[src/rtl/pe_cube_sched.sv]
// Sequencer for the pe_cube systolic datapath: runs convolution blocks back-to-back,
// generating clear, per-lane pattern codes, pass-left bits and fetch addresses.
module pe_cube_sched #(
  parameter int ARRAY_NUM = 3,
  parameter int ROWS      = 3,
  parameter int PIPE_LAT  = 4,
  parameter int ADDR_W    = 8,
  parameter int BLK_W     = 8
) (
  input  logic                     clk,
  input  logic                     rst_n,
  input  logic                     start,
  input  logic [BLK_W-1:0]         blocks,
  input  logic [4:0]               output_left_shift,
  input  logic                     stall,
  output logic                     busy,
  output logic                     clear_acc,
  output logic                     fetch_en,
  output logic [ADDR_W-1:0]        data_addr,
  output logic [ADDR_W-1:0]        weight_addr,
  output logic [3*ARRAY_NUM-1:0]   cfs_input_pattern,
  output logic [ARRAY_NUM-2:0]     cfs_pass_data_left,
  output logic [4:0]               cfs_output_left_shift,
  output logic                     result_valid,
  output logic                     done
);

  localparam int LEN     = 2 + 3 * ROWS;
  localparam int STEPS   = LEN + ARRAY_NUM - 1;
  localparam int PW      = 3 * ARRAY_NUM;
  localparam int DRAIN_W = (PIPE_LAT > 1) ? $clog2(PIPE_LAT) : 1;

  localparam logic [2:0]    CODE_P1 = 3'd0;
  localparam logic [2:0]    CODE_P2 = 3'd1;
  localparam logic [2:0]    CODE_NC = 3'd5;
  localparam logic [PW-1:0] ALL_NC  = {ARRAY_NUM{CODE_NC}};

  typedef enum logic [2:0] {
    S_IDLE,
    S_CLEAR,
    S_RUN,
    S_DRAIN,
    S_DONE
  } state_t;

  // Lane a sees the step stream delayed by a cycles (systolic skew).
  function automatic logic [PW-1:0] step_pattern(input logic [ADDR_W-1:0] step);
    logic [PW-1:0] pat;
    int            t;
    pat = ALL_NC;
    for (int a = 0; a < ARRAY_NUM; a++) begin
      t = int'(step) - a;
      if (t == 0)
        pat[3*a +: 3] = CODE_P1;
      else if (t == 1)
        pat[3*a +: 3] = CODE_P2;
      else if (t >= 2 && t < LEN)
        pat[3*a +: 3] = 3'(2 + ((t - 2) % 3));
    end
    return pat;
  endfunction

  function automatic logic [ARRAY_NUM-2:0] pass_bits(input logic [PW-1:0] pat);
    logic [ARRAY_NUM-2:0] p;
    logic [2:0]           code;
    p = '0;
    for (int j = 0; j < ARRAY_NUM - 1; j++) begin
      code = pat[3*j +: 3];
      p[j] = (code >= 3'd2) && (code <= 3'd4);
    end
    return p;
  endfunction

  state_t               state_q, state_d;
  logic [ADDR_W-1:0]    s_q, s_d;
  logic [DRAIN_W-1:0]   drain_q, drain_d;
  logic [BLK_W-1:0]     blocks_q, blocks_d;

  logic                 busy_d, clear_d, fetch_d, valid_d, done_d;
  logic [ADDR_W-1:0]    addr_d;
  logic [PW-1:0]        pat_d, step_pat;
  logic [ARRAY_NUM-2:0] pass_d;
  logic [4:0]           shift_d;

  assign step_pat = step_pattern(s_q);

  // NOTE: every signal gets a default before the case so no path leaves one
  // unassigned; a missed branch in always_comb would otherwise infer a latch.
  always_comb begin
    state_d  = state_q;
    s_d      = s_q;
    drain_d  = drain_q;
    blocks_d = blocks_q;
    shift_d  = cfs_output_left_shift;
    clear_d  = 1'b0;
    fetch_d  = 1'b0;
    valid_d  = 1'b0;
    done_d   = 1'b0;
    addr_d   = data_addr;
    pat_d    = cfs_input_pattern;
    pass_d   = cfs_pass_data_left;

    case (state_q)
      S_IDLE: begin
        if (start) begin
          blocks_d = (blocks == '0) ? BLK_W'(1) : blocks;
          shift_d  = output_left_shift;
          clear_d  = 1'b1;
          state_d  = S_CLEAR;
        end
      end
      S_CLEAR: begin
        // The first RUN cycle always presents step 0; s_q then names the next step.
        fetch_d = 1'b1;
        addr_d  = '0;
        pat_d   = step_pattern('0);
        pass_d  = pass_bits(step_pattern('0));
        s_d     = ADDR_W'(1);
        state_d = S_RUN;
      end
      S_RUN: begin
        if (s_q == ADDR_W'(STEPS)) begin
          pat_d   = ALL_NC;
          pass_d  = '0;
          drain_d = '0;
          state_d = S_DRAIN;
        end else if (!stall) begin
          fetch_d = 1'b1;
          addr_d  = s_q;
          pat_d   = step_pat;
          pass_d  = pass_bits(step_pat);
          s_d     = s_q + ADDR_W'(1);
        end
      end
      S_DRAIN: begin
        drain_d = drain_q + DRAIN_W'(1);
        if (drain_q == DRAIN_W'(PIPE_LAT - 1)) begin
          valid_d  = 1'b1;
          done_d   = (blocks_q == BLK_W'(1));
          blocks_d = blocks_q - BLK_W'(1);
          state_d  = S_DONE;
        end
      end
      S_DONE: begin
        if (blocks_q != '0) begin
          clear_d = 1'b1;
          state_d = S_CLEAR;
        end else begin
          state_d = S_IDLE;
        end
      end
      default: state_d = S_IDLE;
    endcase

    busy_d = (state_d != S_IDLE);
  end

  // NOTE: sequential state uses non-blocking assignments so every register
  // samples the pre-edge values regardless of statement order.
  always_ff @(posedge clk or negedge rst_n) begin
    if (!rst_n) begin
      state_q               <= S_IDLE;
      s_q                   <= '0;
      drain_q               <= '0;
      blocks_q              <= '0;
      busy                  <= 1'b0;
      clear_acc             <= 1'b0;
      fetch_en              <= 1'b0;
      data_addr             <= '0;
      weight_addr           <= '0;
      cfs_input_pattern     <= ALL_NC;
      cfs_pass_data_left    <= '0;
      cfs_output_left_shift <= '0;
      result_valid          <= 1'b0;
      done                  <= 1'b0;
    end else begin
      state_q               <= state_d;
      s_q                   <= s_d;
      drain_q               <= drain_d;
      blocks_q              <= blocks_d;
      busy                  <= busy_d;
      clear_acc             <= clear_d;
      fetch_en              <= fetch_d;
      data_addr             <= addr_d;
      weight_addr           <= addr_d;
      cfs_input_pattern     <= pat_d;
      cfs_pass_data_left    <= pass_d;
      cfs_output_left_shift <= shift_d;
      result_valid          <= valid_d;
      done                  <= done_d;
    end
  end

endmodule
[config.mk]
export PLATFORM = sky130hd
export DESIGN_NAME = pe_cube_sched
export DESIGN_NICKNAME = d
export VERILOG_FILES = /design/src/rtl/pe_cube_sched.sv
export SDC_FILE = /design/constraint.sdc
export NUM_CORES = 1
export LEC_CHECK = 0
export BUFFER_PORTS_ARGS = -buffer_cell sky130_fd_sc_hd__buf_2
export CORE_MARGIN = 2
export CORE_UTILIZATION = 55
export DETAILED_ROUTE_END_ITERATION = 8
export PLACE_DENSITY = 0.8
export SETUP_SLACK_MARGIN = 0.15
export SYNTH_ARGS = -nofsm -noshare
export SYNTH_HDL_FRONTEND = slang
export SYNTH_SLANG_ARGS = --single-unit
[constraint.sdc]
create_clock -name clk -period 6.2 [get_ports clk]
set_input_delay 1.86 -clock clk [delete_from_list [all_inputs] [get_ports clk]]
set_output_delay 1.86 -clock clk [all_outputs]
set_load 0.01 [all_outputs]
==> impl_metrics.csv <==
group,metric,value,unit
timing,worst_pin_slew,0.737,ns
timing,skew,0.0142,ns
route,drc,0,
global_routing,grt_pass1_vias,5094,
logic_synthesis,synth_nets,728,
route,wl_per_cell,18.3,um
clock_network,cts_hold_buf,0,
flow_run,drv_cap,0,
critical_path,crit_fanout,6,
logic_synthesis,synth-main-ff-cell,"dfrtp_1",
critical_path,crit_path_start_kind,"register",
global_routing,grt_overflow_total,0,
logic_synthesis,synth.distinct_cells,92,
finish,num_antenna_cells,0,
route,post_drt_via_cell_ratio,6.37,
logic_synthesis,yosysWarnings,0,
finish,fin_util,70.3,%
critical_path,rr_worst_depth,26,
global_routing,grt_max_degree,51,
floorplanning,row_count,36,
finish,syn_to_final_growth,24.8,%
timing,max_slew_margin,50.9,%
finish,final_area,6840,sq um
placement,hpwl,11.2,mm
finish,fill_cells,765,
clock_network,h-tree-depth,2,
global_routing,antenna_found_initial,0,
timing,period_minus_slack,5.97,ns
placement,place_ws,-0.104,ns
floorplanning,die_width,104,um
placement,placed_area,5960,sq um
logic_synthesis,synth-edff-count,0,
critical_path,reg2reg_setup_slack,0.23,ns
timing,finalHoldViolCount,0,
timing,final_max_slew_viol_count,0,
logic_synthesis,synthCells,682,
floorplanning,core-area,9730,sq um
route,drt_first_pass_iters,6,
clock_network,cts_buffer_depth,2,
route,vias,5705,
timing,worst_slack,0.234,ns
route,drt-total-wl,16.4,mm
global_routing,grt_pass1_wl,24.8,mm
logic_synthesis,synth_area_leaders,"dfrtp_1 20%, ha_1 6.6%, xnor2_1 5.4%, nand2_1 4.2%, o21ai_0 3.9%",
clock_network,cts-root-buf,"clkbuf_8",
finish,nets,808,
logic_synthesis,avgSynthCellArea,8.04,sq um
timing,fin_tns_setup,0,ns
floorplanning,initial_core_util,56.3,%
critical_path,cp-end-kind,"register",
logic_synthesis,synthArstFlopShare,100,%
floorplanning,ios,54,
logic_synthesis,yosysTopAreaCell,"dfrtp_1",
logic_synthesis,synth_seq_area_share,23.0,%
critical_path,critical_path_required,6.43,ns
logic_synthesis,synth-seq-cells,50,
logic_synthesis,synth_commonest_cells,"62 x nand2_1, 56 x nor2_1, 44 x dfrtp_1, 43 x o21ai_0, 34 x xnor2_1",
clock_network,cts.sink_count,50,
placement,gp_routability_congestion,1.01,
min_path,holdCritPathClass,"reg2reg",
timing,setup_viol,0,
min_path,hold_path_depth,2,
logic_synthesis,synth_top_area_share,20.1,%
finish,drive_gt1_share,32.1,%
placement,io_buffers,53,
status,outcome,"finished clean",
timing,rsz0062_at_grt,"yes",
logic_synthesis,yosysMostFrequentCell,"nand2_1",
floorplanning,die_area,10800,sq um
timing,finalCritPeriodShare,96.2,%
route,ant_nets,0,
clock_network,cts_tree,"yes",
critical_path,worstSetupPathType,"reg2reg",
timing,fmaxAchievable,0.168,GHz
floorplanning,die_height,104,um
clock_network,cts.clk_slew.worst_paths,0.10,ns
logic_synthesis,netlist_area,5480,sq um
clock_network,clk_latency,0.30,ns
clock_network,cts-buffers-inserted,5,
route,detail_route.iter0.violations,487,
critical_path,arrival,6.20,ns
global_routing,grt_use_total,27.4,%
## layout by cell type, fill, tap and decap left out, drive strengths merged, types with 11 or more instances in the layout
master / Yosys / layout
buf: 26 / 114
and2: 12 / 12
nor3: 25 / 25
o21ai: 45 / 45
a31oi: 15 / 15
inv: 23 / 24
a211oi: 12 / 12
o211ai: 11 / 11
and3: 12 / 12
ha: 29 / 29
nand2: 62 / 62
xnor2: 35 / 35
dfrtp: 44 / 44
or2: 12 / 12
nand3: 33 / 33
xor2: 16 / 16
nor2: 58 / 58
a21oi: 36 / 36
## stage by stage
step                hold WS (ns)  std cells
floorplan                  0.443        682
global placement           0.474        852
detailed placement         0.466        852
CTS                        0.488        864
global route               0.545        896
finish                     0.482        896
## cell type report
class | count | area [sq um] | area share, %
Sequential cell | 50 | 1260 | 18.4
Inverter | 25 | 100 | 1.46
Timing Repair Buffer | 114 | 754 | 11.0
Multi-Input combinational cell | 566 | 4440 | 64.9
Clock inverter | 2 | 38.8 | 0.567
Clock buffer | 6 | 82.6 | 1.21
Tap cell | 133 | 166 | 2.43
## state kept, by name, indices dropped and copies added, names as in the netlist, 2 cells and up
name                   flops
drain_q                    2
cfs_pass_data_left         2
cfs_output_left_shift      5
cfs_input_pattern          9
blocks_q                   8
s_q                        8
state_q                    3
weight_addr                8
## worst paths after layout
kind / startpoint / endpoint
max: s_q[2] / cfs_input_pattern[8]
min: blocks_q[6] / blocks_q[6]
max reg2reg: s_q[2] / cfs_input_pattern[8]
min reg2reg: blocks_q[6] / blocks_q[6]
max in group asynchronous: rst_n / s_q[1]
min in group asynchronous: rst_n / cfs_input_pattern[4]
## kinds of logic after synthesis
group                      after synthesis  share of synthesized area [%]
AOI/OAI and AO/OA                      200                           26.6
buffers and inverters                   66                           5.82
muxes                                   14                           2.72
adders and majority gates               29                           6.62
and+or+nand+nor                        272                           26.8
xor gates and xnor gates                51                           8.42
DFF                                     50                           23.0
## worst max-delay path: stages, from the launching register on
cell      delay [ns]
dfrtp_1         0.43
buf_8           0.15
or4_4           0.54
buf_4           0.19
or3_4           0.36
and2_4          0.20
or3_4           0.38
nand4_4         0.13
a21oi_4         0.10
or2_1           0.26
o32a_1          0.41
and4_1          0.22
o21a_1          0.17
ha_2            0.20
nand2b_4        0.15
a21oi_2         0.14
a31oi_2         0.07
xor2_2          0.19
ha_2            0.26
nor2b_4         0.17
mux2i_1         0.20
ha_1            0.24
nand2_1         0.06
o211ai_1        0.09
a31oi_2         0.26
xor2_1          0.23
a21oi_2         0.10
## layer usage
| layer | routed length (um) | vias up | track usage (%) |
|---|---|---|---|
| met5 | 0 | - | 0 |
| met4 | 393 | 0 | 7.92 |
| met3 | 977 | 44 | 3.02 |
| met2 | 8070 | 237 | 45.4 |
| met1 | 6970 | 2747 | 37.8 |
| li1 | - | 2677 | - |
## repair_timing
item,in CTS,in global routing
buffers inserted,4,32
gates resized for setup,19,70
pin swaps,4,32
setup endpoints to repair,4,7
Power is left out: the tool's default activity adds up to more than one toggle a clock period on the data nets, which glitch-free logic cannot reach.
